**src/rtl/rx_cpl_credit_arbiter.sv**
```systemverilog
// Completion-credit tracker and round-robin request arbiter for the PCIe RX path.
// Grants a requestor only when its CH/CD need fits the available credits; handlers return credits.
module rx_cpl_credit_arbiter #(
    parameter int unsigned P_REQ_NUM    = 4,
    parameter int unsigned P_CMPL_NUM   = 2,
    parameter int unsigned P_CH_W       = 8,
    parameter int unsigned P_CD_W       = 12,
    parameter int unsigned P_SKIP_UNFIT = 0
) (
    input  logic                           i_Clk,
    input  logic                           i_ARstN,
    input  logic [P_REQ_NUM-1:0]           iv_ReqValid,
    input  logic [P_REQ_NUM*P_CH_W-1:0]    iv_ReqCH,
    input  logic [P_REQ_NUM*P_CD_W-1:0]    iv_ReqCD,
    output logic [P_REQ_NUM-1:0]           ov_ReqGrant,
    input  logic [P_CMPL_NUM-1:0]          iv_CmplRel,
    input  logic [P_CMPL_NUM*P_CH_W-1:0]   iv_CmplCH,
    input  logic [P_CMPL_NUM*P_CD_W-1:0]   iv_CmplCD,
    input  logic [P_CH_W-1:0]              i_TotalCredCH,
    input  logic [P_CD_W-1:0]              i_TotalCredCD,
    input  logic                           i_Reinit,
    input  logic                           i_ClrErr,
    output logic [P_CH_W-1:0]              o_AvailCredCH,
    output logic [P_CD_W-1:0]              o_AvailCredCD,
    output logic                           o_InfiniteCH,
    output logic                           o_InfiniteCD,
    output logic                           o_OverReturn,
    output logic                           o_Ready
);

    localparam int unsigned PTR_W = (P_REQ_NUM > 1) ? $clog2(P_REQ_NUM) : 1;
    localparam int unsigned CH_XW = P_CH_W + $clog2(P_CMPL_NUM) + 2;
    localparam int unsigned CD_XW = P_CD_W + $clog2(P_CMPL_NUM) + 2;

    typedef enum logic {
        ST_INIT = 1'b0,
        ST_RUN  = 1'b1
    } state_t;

    state_t                 state_q, state_d;
    logic [PTR_W-1:0]       ptr_q, ptr_d;
    logic [P_REQ_NUM-1:0]   grant_q, grant_d;
    logic [P_CH_W-1:0]      avail_ch_q, avail_ch_d;
    logic [P_CD_W-1:0]      avail_cd_q, avail_cd_d;
    logic [P_CH_W-1:0]      tot_ch_q, tot_ch_d;
    logic [P_CD_W-1:0]      tot_cd_q, tot_cd_d;
    logic                   inf_ch_q, inf_ch_d;
    logic                   inf_cd_q, inf_cd_d;
    logic                   over_q, over_d;

    logic                   arb_en;
    logic [P_REQ_NUM-1:0]   elig;
    logic [P_REQ_NUM-1:0]   fit;
    logic [P_REQ_NUM-1:0]   grant_sel;
    logic [PTR_W-1:0]       ptr_sel;

    logic [CH_XW-1:0]       rel_sum_ch, need_ch, next_ch;
    logic [CD_XW-1:0]       rel_sum_cd, need_cd, next_cd;
    logic                   over_ch, over_cd;

    assign arb_en = (state_q == ST_RUN) && !i_Reinit;

    always_comb begin
        elig = '0;
        fit  = '0;
        for (int unsigned k = 0; k < P_REQ_NUM; k++) begin
            elig[k] = arb_en && iv_ReqValid[k] && !grant_q[k];
            fit[k]  = (inf_ch_q || (iv_ReqCH[k*P_CH_W +: P_CH_W] <= avail_ch_q)) &&
                      (inf_cd_q || (iv_ReqCD[k*P_CD_W +: P_CD_W] <= avail_cd_q));
        end
    end

    // Walk requestors in priority order from the pointer; compare against k
    // rather than indexing so every select stays a constant after unrolling.
    always_comb begin
        logic        hit;
        int unsigned idx;
        hit       = 1'b0;
        idx       = 0;
        grant_sel = '0;
        ptr_sel   = ptr_q;
        for (int unsigned i = 0; i < P_REQ_NUM; i++) begin
            idx = 32'(ptr_q) + i;
            if (idx >= P_REQ_NUM) begin
                idx = idx - P_REQ_NUM;
            end
            for (int unsigned k = 0; k < P_REQ_NUM; k++) begin
                if (!hit && (k == idx) && elig[k]) begin
                    if (P_SKIP_UNFIT == 0) begin
                        hit = 1'b1;
                        if (fit[k]) begin
                            grant_sel[k] = 1'b1;
                            ptr_sel      = PTR_W'((k + 1) % P_REQ_NUM);
                        end
                    end else if (fit[k]) begin
                        hit          = 1'b1;
                        grant_sel[k] = 1'b1;
                        ptr_sel      = PTR_W'((k + 1) % P_REQ_NUM);
                    end
                end
            end
        end
    end

    always_comb begin
        rel_sum_ch = '0;
        rel_sum_cd = '0;
        for (int unsigned m = 0; m < P_CMPL_NUM; m++) begin
            if (iv_CmplRel[m]) begin
                rel_sum_ch = rel_sum_ch + CH_XW'(iv_CmplCH[m*P_CH_W +: P_CH_W]);
                rel_sum_cd = rel_sum_cd + CD_XW'(iv_CmplCD[m*P_CD_W +: P_CD_W]);
            end
        end
        need_ch = '0;
        need_cd = '0;
        for (int unsigned k = 0; k < P_REQ_NUM; k++) begin
            if (grant_sel[k]) begin
                need_ch = CH_XW'(iv_ReqCH[k*P_CH_W +: P_CH_W]);
                need_cd = CD_XW'(iv_ReqCD[k*P_CD_W +: P_CD_W]);
            end
        end
        next_ch = CH_XW'(avail_ch_q) - need_ch + rel_sum_ch;
        next_cd = CD_XW'(avail_cd_q) - need_cd + rel_sum_cd;
        over_ch = next_ch > CH_XW'(tot_ch_q);
        over_cd = next_cd > CD_XW'(tot_cd_q);
    end

    always_comb begin
        state_d    = state_q;
        ptr_d      = ptr_q;
        grant_d    = '0;
        avail_ch_d = avail_ch_q;
        avail_cd_d = avail_cd_q;
        tot_ch_d   = tot_ch_q;
        tot_cd_d   = tot_cd_q;
        inf_ch_d   = inf_ch_q;
        inf_cd_d   = inf_cd_q;
        over_d     = over_q;
        if (i_ClrErr) begin
            over_d = 1'b0;
        end
        case (state_q)
            ST_INIT: begin
                avail_ch_d = i_TotalCredCH;
                avail_cd_d = i_TotalCredCD;
                tot_ch_d   = i_TotalCredCH;
                tot_cd_d   = i_TotalCredCD;
                inf_ch_d   = (i_TotalCredCH == '0);
                inf_cd_d   = (i_TotalCredCD == '0);
                state_d    = ST_RUN;
            end
            ST_RUN: begin
                if (i_Reinit) begin
                    state_d = ST_INIT;
                end
                grant_d = grant_sel;
                if (|grant_sel) begin
                    ptr_d = ptr_sel;
                end
                // Infinite fields never count, so they hold 0 and skip the over-return check.
                if (!inf_ch_q) begin
                    if (over_ch) begin
                        avail_ch_d = tot_ch_q;
                        over_d     = 1'b1;
                    end else begin
                        avail_ch_d = next_ch[P_CH_W-1:0];
                    end
                end
                if (!inf_cd_q) begin
                    if (over_cd) begin
                        avail_cd_d = tot_cd_q;
                        over_d     = 1'b1;
                    end else begin
                        avail_cd_d = next_cd[P_CD_W-1:0];
                    end
                end
            end
            default: begin
                state_d = ST_INIT;
            end
        endcase
    end

    always_ff @(posedge i_Clk or negedge i_ARstN) begin
        if (!i_ARstN) begin
            state_q    <= ST_INIT;
            ptr_q      <= '0;
            grant_q    <= '0;
            avail_ch_q <= '0;
            avail_cd_q <= '0;
            tot_ch_q   <= '0;
            tot_cd_q   <= '0;
            inf_ch_q   <= 1'b0;
            inf_cd_q   <= 1'b0;
            over_q     <= 1'b0;
        end else begin
            state_q    <= state_d;
            ptr_q      <= ptr_d;
            grant_q    <= grant_d;
            avail_ch_q <= avail_ch_d;
            avail_cd_q <= avail_cd_d;
            tot_ch_q   <= tot_ch_d;
            tot_cd_q   <= tot_cd_d;
            inf_ch_q   <= inf_ch_d;
            inf_cd_q   <= inf_cd_d;
            over_q     <= over_d;
        end
    end

    assign ov_ReqGrant   = grant_q;
    assign o_AvailCredCH = avail_ch_q;
    assign o_AvailCredCD = avail_cd_q;
    assign o_InfiniteCH  = inf_ch_q;
    assign o_InfiniteCD  = inf_cd_q;
    assign o_OverReturn  = over_q;
    assign o_Ready       = (state_q == ST_RUN);

endmodule

```
**config.mk**
```make
export PLATFORM = sky130hd
export DESIGN_NAME = rx_cpl_credit_arbiter
export DESIGN_NICKNAME = d
export VERILOG_FILES = /design/src/rtl/rx_cpl_credit_arbiter.sv
export SDC_FILE = /design/constraint.sdc
export NUM_CORES = 1
export LEC_CHECK = 0
export CAP_MARGIN = 20
export CORE_MARGIN = 3
export CORE_UTILIZATION = 40
export DETAILED_ROUTE_END_ITERATION = 10
export HOLD_SLACK_MARGIN = 0.02
export PLACE_DENSITY = 0.69
export SYNTH_ARGS = -nofsm -noshare
export SYNTH_HDL_FRONTEND = slang
export SYNTH_SLANG_ARGS = --single-unit
```
**constraint.sdc**
```tcl
create_clock -name i_Clk -period 5.8 [get_ports i_Clk]
set_input_delay 1.16 -clock i_Clk [delete_from_list [all_inputs] [get_ports i_Clk]]
set_output_delay 1.16 -clock i_Clk [all_outputs]
set_load 0.01 [all_outputs]
```
### Word level (Yosys, flattened, before mapping)

Index checks and enable logic that the tools add are counted.

| storage, ports and cells | value |
|---|---|
| register bits after elaboration | 50 |
| latch bits | 0 |
| bits in writable memories | 0 |
| bits in read-only memories | 0 |
| input bits | 150 |
| output and inout port bits | 28 |
| logic and storage cells | 242 |
| memories | 0 |

| cells by class | value |
|---|---|
| add/sub/neg operators | 13 |
| $mul | 0 |
| div/mod/pow operators | 0 |
| $lt $le $gt $ge | 14 |
| equal/unequal tests | 14 |
| shifts and indexed selects | 0 |
| mux-type cells | 110 |
| bitwise operators | 1 |
| reduce and logical (&&, ||, !) cells | 80 |

Operator list:

| kind | number |
|---|---|
| $eq A2 B32 Y1 const A | 8 |
| $eq A1 B32 Y1 const A | 4 |
| $logic_not A32 Y1 | 4 |
| $mux W32 | 4 |
| $mux W2 | 32 |
| $mux W15 | 4 |
| $mux W1 | 54 |
| $le A12 B12 Y1 | 4 |
| $mux W12 | 4 |
| $logic_and A1 B1 Y1 | 44 |
| $mux W11 | 4 |
| $le A8 B8 Y1 | 4 |
| $mux W8 | 4 |
| $pmux W12 S2 | 1 |
| $logic_not A1 Y1 | 20 |
| $pmux W8 S2 | 1 |
| $add A15 B12 Y15 | 1 |
| $add A15 B15 Y15 | 1 |
| $gt A15 B12 Y1 | 1 |
| $sub A12 B15 Y15 | 1 |
| $logic_not A12 Y1 | 1 |
| $sub A3 B3 Y4 const B | 3 |
| $add A11 B11 Y11 | 1 |
| $add A11 B8 Y11 | 1 |
| other kinds (15) | 26 |

### Logic depth before layout (Yosys ltp)

Gate-level depths: netlist of run 1.

| logic depth | value |
|---|---|
| depth in word-level cells | 75 |
| depth in mapped cells | 31 |
| depth with buffers taken out | 29 |

### Least setup slack after synthesis of run 1

Ideal clock, no wire load.

| path | value |
|---|---|
| path kind | input port to flip-flop |
| from | in iv_ReqCD[29] |
| to | reg avail_cd_q[3] (netlist: o_AvailCredCD[3]) |
| setup time | 0.126 ns |
| data arrival time | 6.972 ns |
| required time | 5.674 ns |
| slack | -1.298 ns |
| stages on the path | 26 |
| buffers on the path | 2 |
| cells stage by stage | ha_1 -> a21o_1 -> a21o_1 -> a21oi_1 -> or2_2 -> a311oi_1 -> a211oi_1 -> clkbuf_1 -> a22o_1 -> a221oi_1 -> fa_1 -> fa_1 -> a211o_1 -> a2111o_1 -> a311o_1 -> xor2_1 -> ha_1 -> and3_1 -> nand3_1 -> o21bai_1 -> a21oi_1 -> o22a_1 -> nor2_4 -> and3b_2 -> buf_4 -> a221o_1 |

| on the way | value |
|---|---|
| cells in the longest elaborated chain, start to end | 19 |

Ends and longest elaborated chain:

| item | RTL line | text |
|---|---|---|
| from (decl) | 14 | `input logic [P_REQ_NUM*P_CD_W-1:0] iv_ReqCD,` |
| $le A12 B12 Y1 | 69 | `(inf_cd_q \|\| (iv_ReqCD[k*P_CD_W +: P_CD_W] <= avail_cd_q));` |
| $logic_or A1 B1 Y1 | 69 |  |
| $logic_and A1 B1 Y1 | 68 | `fit[k] = (inf_ch_q \|\| (iv_ReqCH[k*P_CH_W +: P_CH_W] <= avail_ch_q)) &&` |
| $mux W1 | 91 | `if (fit[k]) begin` |
| $mux W1 | 88 | `if (!hit && (k == idx) && elig[k]) begin` |
| $mux W1 | 91 |  |
| $mux W1 | 88 |  |
| $mux W1 | 91 |  |
| [... 2 more ...] | n/a |  |
| $mux W1 | 88 |  |
| $mux W15 (*) (2 in series) | 117 | `if (grant_sel[k]) begin` |
| $sub A12 B15 Y15 (*) | 123 | `next_cd = CD_XW'(avail_cd_q) - need_cd + rel_sum_cd;` |
| $add A15 B15 Y15 (*) | 123 |  |
| $gt A15 B12 Y1 | 125 | `over_cd = next_cd > CD_XW'(tot_cd_q);` |
| $mux W12 (*) | 170 | `if (over_cd) begin` |
| $mux W12 (*) | 169 | `if (!inf_cd_q) begin` |
| $pmux W12 S2 (*) | 142 | `case (state_q)` |
| to (signal assigned) | 201 | `avail_cd_q <= avail_cd_d;` |
| to (decl) | 44 | `logic [P_CD_W-1:0] avail_cd_q, avail_cd_d;` |

Mark *: on every way between the ends. The rest lies on a longest branch, timed or not. The select of a mux whose other input is x is not followed.
A chain may end at the register's enable or synchronous reset.

### Final worst setup path of run 1

| path | value |
|---|---|
| from | in iv_ReqCD[11] |
| to | reg avail_cd_q[5] (netlist: o_AvailCredCD[5]) |

| on the way | value |
|---|---|
| cells in the longest elaborated chain, start to end | 21 |

Ends and longest elaborated chain:

| item | RTL line |
|---|---|
| $le A12 B12 Y1 | 69 |
| $logic_or A1 B1 Y1 | 69 |
| $logic_and A1 B1 Y1 | 68 |
| $mux W1 | 91 |
| $mux W1 | 88 |
| $mux W1 | 91 |
| $mux W1 | 88 |
| $mux W1 | 91 |
| [... 3 more ...] | n/a |
| $mux W12 (*) | 117 |
| $mux W15 (*) (3 in series) | 117 |
| $sub A12 B15 Y15 (*) | 123 |
| $add A15 B15 Y15 (*) | 123 |
| $gt A15 B12 Y1 | 125 |
| $mux W12 (*) | 170 |
| $mux W12 (*) | 169 |
| $pmux W12 S2 (*) | 142 |

Marked as above.

==> results.sh, run 1 <==
export IMPL_ys_flop_type="dfrtp_1"
export IMPL_slew_headroom_pct=50.4
export IMPL_clockRootBuffer="clkbuf_16"
export IMPL_drtPass1Iterations=5
export IMPL_arrival_ns=7.02
export IMPL_vias_per_cell=5.62
export IMPL_cp_start_kind="input port"
export IMPL_clock_latency_ns=0.31
export IMPL_worstSetupPathType="in -> reg"
export IMPL_grt_max_degree=60
export IMPL_pre_cts_ws_ns=-1.82
export IMPL_grt_pass1_wl_mm=43.8
export IMPL_power_mw=8.03
export IMPL_worstPathMaxFanout=6
export IMPL_hold_violations=0
export IMPL_placed_cell_area_mm2=0.0115
export IMPL_cts_hold_buf=0
export IMPL_cts_sinks=50
export IMPL_post_synth_top_area_fraction_pct=23.9
export IMPL_fin_crit_sh_pct=118
export IMPL_yosysSeqAreaShare_pct=16.2
export IMPL_grt_pass1_vias=8337
export IMPL_worst_pin_slew_ns=0.744
export IMPL_drt_antenna_violating_nets=0
export IMPL_place_hpwl_mm=23.8
export IMPL_ys_ff_latch=50
export IMPL_clk_path_buf_depth=2
export IMPL_fin_util_pct=69.2
export IMPL_synth_top_area_cell="ha_1"
export IMPL_route_detailed_drc=0
export IMPL_synth_async_sr_flop_share_pct=100
export IMPL_outcome="finished, violations left"
export IMPL_clk_pin_slew_ns=0.07
export IMPL_min_period_ns=6.82
export IMPL_areaGrowthSynthToFinish_pct=69.0
export IMPL_ys_types=68
export IMPL_io_pins=178
export IMPL_syn_inst=890
export IMPL_peakVddDrop_uv=639
export IMPL_drive_gt1_share_pct=37.2
export IMPL_avgSynthCellArea_um2=8.66
export IMPL_worstPathRequired_ns=5.99
export IMPL_fp_row_count=50
export IMPL_syn_nets=1209
export IMPL_clock_skew_ns=0.00840
export IMPL_final_area_mm2=0.0130
export IMPL_die_h_um=145
export IMPL_fillers=1465
export IMPL_synthTopCellsByArea="ha_1, dfrtp_1, fa_1"
export IMPL_setup_viol=21
export IMPL_dr_total_vias=8828
export IMPL_powerDensity_mw_per_mm2=617
export IMPL_grt_antenna_before_repair=2
export IMPL_violations="negative setup slack"
export IMPL_nets=1627
export IMPL_cap_violations=0
export IMPL_port_buffers=177
export IMPL_avgRoutedWirePerCell_um=19.9
export IMPL_gr_total_overflow=0
export IMPL_yosys_top_cells_count="ha_1, inv_1, o21ai_0"
export IMPL_wirelength_mm=31.2
export IMPL_tritoncts="done"
export IMPL_gp_congestion=1.01
export IMPL_die_area_mm2=0.0210
export IMPL_fp_dieW_um=145
export IMPL_ys_warnings_count=0
export IMPL_fin_ws_ns=-1.02
export IMPL_synth_edff_count=0
export IMPL_p_leak_nw=6.12
export IMPL_numCtsBuffers=5
export IMPL_cts_max_level=2
export IMPL_synth_most_common_cell="ha_1"
export IMPL_core_mm2=0.0188
export IMPL_grt_usage_pct=27.0
export IMPL_hold_path_class="reg -> reg"
export IMPL_end_kind="register"
export IMPL_fmax_ghz=0.147
export IMPL_start_util_pct=40.9
export IMPL_rsz0062_at_grt="yes"
export IMPL_syn_area_mm2=0.00771
export IMPL_slew_violations=0
export IMPL_drtIter0Drc=631
==> placed cells by master, fill, tap and decap left out, types with 6 or more instances in the layout <==
master | Yosys | final
buf_4 | 2 | 250
clkdlybuf4s50_1 | 0 | 98
ha_1 | 147 | 87
inv_1 | 78 | 73
ha_4 | 0 | 55
dfrtp_1 | 50 | 50
a21o_1 | 45 | 45
nand2_1 | 44 | 42
a21oi_1 | 52 | 40
o21ai_0 | 57 | 40
nor2_1 | 42 | 33
clkbuf_2 | 0 | 31
o21a_1 | 29 | 29
nand4_1 | 23 | 23
dlymetal6s2s_1 | 0 | 22
and2_1 | 22 | 21
nor2b_1 | 23 | 21
fa_1 | 22 | 19
a22o_1 | 18 | 18
xnor2_1 | 21 | 17
mux2_2 | 15 | 15
nor3_1 | 20 | 14
a221o_1 | 13 | 13
dlygate4sd2_1 | 0 | 13
a21oi_2 | 1 | 12
mux2i_1 | 12 | 12
buf_6 | 2 | 11
o21ai_2 | 0 | 10
a221oi_1 | 19 | 9
nor2_2 | 0 | 8
a221oi_2 | 0 | 8
o21ai_1 | 0 | 7
nor4_1 | 8 | 7
nand2b_1 | 8 | 6
==> metrics by stage <==
stage / hold slack (ns) / setup TNS, ns / instances
3_5_place_dp: 0.484 / -35.61 / 1528
3_3_place_gp: 0.467 / -33.34 / 1528
2_1_floorplan: 0.453 / -16.63 / 890
4_1_cts: 0.500 / -15.06 / 1554
5_1_grt: 0.524 / -21.74 / 1571
6_report: 0.503 / -17.52 / 1571
==> power by group <==
group	internal [mW]	switching, mW
clock network	0.207	0.155
logic	3.70	3.42
registers	0.453	0.0924
total	4.37	3.67
==> path summary, 6_finish.rpt <==
path                                               from                           end  slack [ns]  depth (start not counted)
setup / recovery                           iv_ReqCD[11]  o_AvailCredCD[5]$_DFFE_PN0P_       -1.02                         27
hold / removal                  tot_cd_q[1]$_DFFE_PN0N_       tot_cd_q[1]$_DFFE_PN0N_        0.50                          1
setup reg to reg           o_AvailCredCD[9]$_DFFE_PN0P_  o_AvailCredCD[5]$_DFFE_PN0P_       -0.77                         25
hold reg to reg                 tot_cd_q[1]$_DFFE_PN0N_       tot_cd_q[1]$_DFFE_PN0N_        0.50                          1
max in group asynchronous                       i_ARstN       tot_cd_q[7]$_DFFE_PN0N_        4.30                          2
min in group asynchronous                       i_ARstN          ptr_q[0]$_DFFE_PN0P_        0.96                          2
==> logic make-up after synthesis <==
family                   after synthesis  share of synthesized area [%]
buffers and inverters                104                           5.37
XOR/XNOR                              28                           3.18
AO/OA/AOI/OAI                        290                           26.6
adder cells (fa/ha/maj)              169                           29.6
flip-flops                            50                           16.2
AND/OR/NAND/NOR                      222                           15.3
multiplexers                          27                           3.75
==> cell type report <==
type / count / area [um2] / area share, %
well taps: 260 / 325 / 2.50
multi-input cells: 737 / 7310 / 56.1
inverters: 78 / 295 / 2.27
flip-flops and latches: 50 / 1250 / 9.60
repair buffers: 436 / 3670 / 28.1
clock buffers: 5 / 125 / 0.960
diodes: 2 / 5.00 / 0.0384
clock inverters: 3 / 47.5 / 0.365
==> repair_timing <==
| item | 4_1_cts | 5_1_grt |
|---|---|---|
| resized for setup | 158 | 213 |
| cloned | 1 | 0 |
| pin swaps | 92 | 107 |
| endpoints found under the setup margin | 21 | 21 |
| buffers inserted | 19 | 16 |
==> flip-flops by register name, summed over array words and instances (netlist names) <==
| register | cells |
|---|---|
| o_Ready | 1 |
| o_AvailCredCH | 8 |
| o_OverReturn | 1 |
| ov_ReqGrant | 4 |
| o_InfiniteCD | 1 |
| ptr_q | 2 |
| o_InfiniteCH | 1 |
| tot_ch_q | 8 |
| o_AvailCredCD | 12 |
| tot_cd_q | 12 |
==> metal layers <==
layer / share of wire [%] / GRT usage [%] / vias up
met2: 46 / 43.3 / 394
met3: 7.7 / 4.11 / 61
met4: 2.6 / 7.56 / 0
met5: 0 / 0 / -
met1: 44 / 37.7 / 4201
li1: - / - / 4172
==> critical path, stage by stage <==
cell,delay (ns)
clkdlybuf4s15_2,0.21
ha_1,0.31
nand4_1,0.23
buf_4,0.23
nor2_2,0.09
o21ai_2,0.08
a311oi_4,0.33
buf_4,0.20
nor4_4,0.04
o31a_1,0.26
ha_4,0.29
inv_4,0.03
ha_4,0.15
fa_2,0.38
a211o_1,0.30
a2111o_1,0.40
a311o_1,0.37
xor2_2,0.18
ha_1,0.32
and3_4,0.19
nand3_2,0.07
o21bai_4,0.18
a21oi_2,0.11
o22a_1,0.21
nor2_4,0.07
and3b_2,0.27
a221o_1,0.34
Power figures use the tool's default switching activity.
==> run 2, diff against run 1 <==
--- a/config.mk
+++ b/config.mk
@@ -10,7 +10,7 @@
 export CORE_UTILIZATION = 40
 export DETAILED_ROUTE_END_ITERATION = 10
 export HOLD_SLACK_MARGIN = 0.02
-export PLACE_DENSITY = 0.69
+export PLACE_DENSITY = 0.66
 export SYNTH_ARGS = -nofsm -noshare
 export SYNTH_HDL_FRONTEND = slang
 export SYNTH_SLANG_ARGS = --single-unit
==> constraint.sdc (replaced) <==
create_clock -name i_Clk -period 7.2 [get_ports i_Clk]
set_input_delay 1.44 -clock i_Clk [delete_from_list [all_inputs] [get_ports i_Clk]]
set_output_delay 1.44 -clock i_Clk [all_outputs]
set_load 0.01 [all_outputs]
==> results.sh, run 2 (synthesized netlist as in run 1, its figures left out) <==
export IMPL_arrival_ns=7.30
export IMPL_tritoncts="done"
export IMPL_place_inst=1438
export IMPL_drive_gt1_share_pct=26.5
export IMPL_r2r_start="o_AvailCredCH[1]$_DFFE_PN0P_"
export IMPL_powerDensity_mw_per_mm2=469
export IMPL_cap_violations=0
export IMPL_fp_dieW_um=145
export IMPL_worst_r2r_endpoint="o_AvailCredCD[10]$_DFFE_PN0P_"
export IMPL_peakVddDrop_uv=316
export IMPL_hold_violations=0
export IMPL_clock_skew_ns=0.00869
export IMPL_nets=1536
export IMPL_cts_max_level=2
export IMPL_place_hpwl_mm=21.7
export IMPL_numCtsBuffers=5
export IMPL_cts_hold_buf=0
export IMPL_setup_viol=0
export IMPL_cp_start_kind="input port"
export IMPL_gr_total_overflow=0
export IMPL_grt_antenna_before_repair=1
export IMPL_clk_path_buf_depth=2
export IMPL_hold_ws_ns=0.484
export IMPL_end_kind="register"
export IMPL_dr_total_vias=8264
export IMPL_drt_antenna_violating_nets=0
export IMPL_final_area_mm2=0.0123
export IMPL_outcome="finished clean"
export IMPL_port_buffers=177
export IMPL_wirelength_mm=27.5
export IMPL_start_util_pct=40.9
export IMPL_most_common_layout_cells="buf_4, ha_1, clkdlybuf4s50_1, inv_1, dlymetal6s2s_1"
export IMPL_worst_pin_slew_ns=0.696
export IMPL_crit_buf_inv=4
export IMPL_fin_util_pct=65.1
export IMPL_hold_depth=1
export IMPL_clock_latency_ns=0.30
export IMPL_p_leak_nw=6.00
export IMPL_switching_power_mw=2.59
export IMPL_slew_headroom_pct=53.6
export IMPL_worstPathRequired_ns=7.38
export IMPL_fmax_ghz=0.141
export IMPL_internal_power_mw=3.16
export IMPL_io_pins=178
export IMPL_avgRoutedWirePerCell_um=18.6
export IMPL_placed_cell_area_mm2=0.0108
export IMPL_worstSetupPathType="in -> reg"
export IMPL_vias_per_cell=5.59
export IMPL_cp_top_family="compound AO/OA/AOI/OAI gates"
export IMPL_route_detailed_drc=0
export IMPL_swShare_pct=45.0
export IMPL_fin_ws_ns=0.0856
export IMPL_fin_cells=1478
export IMPL_gp_congestion=0.949
export IMPL_hold_start="tot_cd_q[1]$_DFFE_PN0N_"
export IMPL_reg2reg_depth=28
export IMPL_clk_pin_slew_ns=0.07
export IMPL_final_common_cell="buf_4"
export IMPL_grt_usage_pct=24.8
export IMPL_p_clk_share_pct=5.7
export IMPL_drtPass1Iterations=5
export IMPL_fp_row_count=50
export IMPL_reg2reg_slack_ns=0.69
export IMPL_power_mw=5.75
export IMPL_diodes=0
export IMPL_areaGrowthSynthToFinish_pct=58.9
export IMPL_seq_power_share_pct=9.1
export IMPL_slew_violations=0
export IMPL_pwr_share_comb_pct=85.1
export IMPL_drtIter0Drc=534
export IMPL_tns_ns=0
export IMPL_die_area_mm2=0.0210
export IMPL_grt_pass1_vias=8038
export IMPL_min_period_ns=7.11
export IMPL_cts_sinks=50
export IMPL_pre_cts_ws_ns=-0.775
export IMPL_core_mm2=0.0188
export IMPL_die_h_um=145
export IMPL_fin_crit_sh_pct=98.8
export IMPL_clockRootBuffer="clkbuf_16"
export IMPL_slowest_delay_ns=0.50
export IMPL_worstPathMaxFanout=6
export IMPL_grt_pass1_wl_mm=41.2
export IMPL_grt_max_degree=60
export IMPL_cp_slowest_cell="clkdlybuf4s50_1"
export IMPL_hold_path_class="reg -> reg"
export IMPL_hold_path_endpoint="tot_cd_q[1]$_DFFE_PN0N_"
[run 2: cell type report]
type                            instances  area [um2]
Clock inverter                          2        60.1
Timing Repair Buffer                  345        3210
Fill cell                            1547        6580
Clock buffer                            6         139
Sequential cell                        50        1250
Multi-Input combinational cell        737        6970
Tap cell                              260         325
Inverter                               78         293
[run 2: timing repair]
item | in CTS | in global routing
gates cloned | 1 | 0
pin swaps | 35 | 91
setup endpoints to repair | 13 | 21
setup buffers | 9 | 23
gates resized for setup | 47 | 167
[run 2: per-layer routing]
metal	GRT usage, %	up-vias	wire [um]	part of all wire [%]
li1	-	3989	-	-
met1	36.2	3960	12700	46
met2	39.5	293	12700	46
met3	3.98	20	1980	7.2
met4	3.58	2	227	0.82
met5	0	-	12	0.044
[run 2: power groups by stage]
stage / Sequential, mW / Clock, mW / Combinational (mW)
after floorplan: 0.483 / 0 / 2.55
after global placement: 0.519 / 0 / 4.13
after detailed placement: 0.521 / 0 / 4.17
after CTS: 0.515 / 0.333 / 4.42
after global routing: 0.538 / 0.344 / 5.41
final: 0.523 / 0.330 / 4.89
[run 2: worst max-delay path by stage]
stage,endpoint,slack (ns),from,cells after the start
6_report,o_AvailCredCD[10]$_DFFE_PN0P_,0.09,iv_ReqCD[39],26
5_1_grt,o_AvailCredCD[10]$_DFFE_PN0P_,-0.13,iv_ReqCD[39],26
4_1_cts,o_AvailCredCD[10]$_DFFE_PN0P_,0.004,iv_ReqCH[29],28
3_5_place_dp,o_AvailCredCD[10]$_DFFE_PN0P_,-0.77,iv_ReqCD[37],29
3_3_place_gp,o_AvailCredCD[0]$_DFFE_PN0P_,-0.65,iv_ReqCD[45],28
2_1_floorplan,o_AvailCredCD[3]$_DFFE_PN0P_,0.02,iv_ReqCH[17],26
[run 2: worst reg2reg max path: cells and delay by family, from the launching register on]
kind | cells | cell delay [ns]
AOI/OAI and AO/OA | 13 | 3.04
adders and majority gates | 5 | 1.40
and+or+nand+nor | 6 | 0.75
buffers and inverters | 3 | 0.55
DFF | 1 | 0.46
xor gates and xnor gates | 1 | 0.17
==> run 3, diff against run 2 <==
--- a/config.mk
+++ b/config.mk
@@ -6,10 +6,11 @@
 export NUM_CORES = 1
 export LEC_CHECK = 0
 export CAP_MARGIN = 20
-export CORE_MARGIN = 3
+export CORE_MARGIN = 2
 export CORE_UTILIZATION = 40
 export DETAILED_ROUTE_END_ITERATION = 10
 export HOLD_SLACK_MARGIN = 0.02
+export MAX_ROUTING_LAYER = met4
 export PLACE_DENSITY = 0.66
 export SYNTH_ARGS = -nofsm -noshare
 export SYNTH_HDL_FRONTEND = slang
==> results.sh, run 3 (synthesized netlist as in run 1, its figures left out) <==
export IMPL_final_area_mm2=0.0123
export IMPL_place_inst=1451
export IMPL_arrival_ns=7.34
export IMPL_drtPass1Iterations=5
export IMPL_cts_max_level=2
export IMPL_grt_pass1_wl_mm=41.2
export IMPL_grt_pass1_vias=8120
export IMPL_start_util_pct=40.9
export IMPL_hold_violations=0
export IMPL_worstSetupPathType="in -> reg"
export IMPL_end_kind="register"
export IMPL_grt_busiest_layer="met2"
export IMPL_clock_skew_ns=0.00646
export IMPL_clock_latency_ns=0.30
export IMPL_clk_path_buf_depth=2
export IMPL_fin_util_pct=65.5
export IMPL_use_met1_pct=37.3
export IMPL_outcome="finished clean"
export IMPL_core_mm2=0.0188
export IMPL_gr_total_overflow=0
export IMPL_clockRootBuffer="clkbuf_16"
export IMPL_fp_dieW_um=143
export IMPL_cp_slowest_cell="a2111o_1"
export IMPL_port_buffers=177
export IMPL_vias_per_cell=5.62
export IMPL_areaGrowthSynthToFinish_pct=59.9
export IMPL_wirelength_mm=27.9
export IMPL_worstPathRequired_ns=7.38
export IMPL_peakVddDrop_uv=340
export IMPL_die_area_mm2=0.0204
export IMPL_worstPathMaxFanout=6
export IMPL_fin_ws_ns=0.0418
export IMPL_nets=1548
export IMPL_clk_pin_slew_ns=0.07
export IMPL_grt_max_degree=60
export IMPL_dr_total_vias=8377
export IMPL_met3_usage_pct=3.62
export IMPL_numCtsBuffers=5
export IMPL_worst_pin_slew_ns=0.787
export IMPL_die_h_um=143
export IMPL_startpoint="iv_ReqCD[25]"
export IMPL_slew_violations=0
export IMPL_placed_cell_area_mm2=0.0109
export IMPL_avgRoutedWirePerCell_um=18.7
export IMPL_drive_gt1_share_pct=29.6
export IMPL_grt_usage_pct=26.4
export IMPL_hold_path_class="reg -> reg"
export IMPL_pre_cts_ws_ns=-0.844
export IMPL_drtIter0Drc=567
export IMPL_place_hpwl_mm=21.7
export IMPL_cts_sinks=50
export IMPL_rsz0062_at_grt="yes"
export IMPL_grt_antenna_before_repair=0
export IMPL_cp_start_kind="input port"
export IMPL_min_period_ns=7.16
export IMPL_most_common_layout_cells="buf_4, ha_1, clkdlybuf4s50_1, inv_1"
export IMPL_route_detailed_drc=0
export IMPL_final_common_cell="buf_4"
export IMPL_slowest_delay_ns=0.40
export IMPL_diodes=0
export IMPL_fin_crit_sh_pct=99.4
export IMPL_cts_hold_buf=0
export IMPL_hold_start="tot_cd_q[1]$_DFFE_PN0N_"
export IMPL_io_pins=178
export IMPL_r2r_start="o_AvailCredCD[1]$_DFFE_PN0P_"
export IMPL_tritoncts="done"
export IMPL_fmax_ghz=0.140
export IMPL_setup_viol=0
export IMPL_powerDensity_mw_per_mm2=473
export IMPL_grt_util_met2_pct=40.9
export IMPL_fp_row_count=50
export IMPL_hold_ws_ns=0.498
export IMPL_fin_cells=1490
export IMPL_drt_antenna_violating_nets=0
export IMPL_gp_congestion=0.933
export IMPL_cap_violations=0
export IMPL_slew_headroom_pct=47.6
export IMPL_p_leak_nw=5.93
## run 3: worst paths after layout
path	to	slack (ns)	cells after the start
setup reg to reg	o_AvailCredCD[6]$_DFFE_PN0P_	0.46	28
setup / recovery	o_AvailCredCD[6]$_DFFE_PN0P_	0.04	28
max in group asynchronous	o_Ready$_DFF_PN0_	5.44	2
min in group asynchronous	ov_ReqGrant[0]$_DFF_PN0_	1.24	2
hold / removal	tot_cd_q[1]$_DFFE_PN0N_	0.50	1
hold reg to reg	tot_cd_q[1]$_DFFE_PN0N_	0.50	1
## run 3: power breakdown
group	leakage [nW]	switching, mW	internal (mW)	total [mW]
clock	0.0848	0.121	0.167	0.288
combinational	5.23	2.39	2.64	5.02
sequential	0.618	0.158	0.364	0.522
## run 3: cell type report
class,instances,area (um2)
Clock buffer,5,125
Clock inverter,3,47.5
Multi-Input combinational cell,737,7120
Tap cell,260,325
Timing Repair Buffer,357,3160
Sequential cell,50,1250
Fill cell,1529,6500
Inverter,78,293
## run 3: layer usage
metal | vias to the layer above | part of all wire [%]
li1 | 4026 | -
met1 | 4002 | 47
met2 | 302 | 45
met3 | 47 | 6.1
met4 | 0 | 1.8
met5 | - | 0
## run 3: per-stage QoR
stage               setup TNS, ns  total power [mW]
global route                -1.40              6.35
detailed placement         -13.22              4.66
finish                          0              5.83
CTS                             0              5.33
floorplan                       0              3.04
global placement           -12.05              4.60
## run 3: timing repair
item / in CTS / in global routing
resized for setup: 64 / 217
setup buffers: 19 / 17
pin swaps: 61 / 114
gates cloned: 1 / 0
endpoints found under the setup margin: 21 / 21
## run 3: worst max-delay path, delay by kind of cell
family | cells | cell delay (ns)
buffers and inverters | 3 | 0.30
AND/OR/NAND/NOR | 5 | 0.75
adder cells (fa/ha/maj) | 5 | 1.41
AO/OA/AOI/OAI | 14 | 3.26
XOR/XNOR | 1 | 0.17
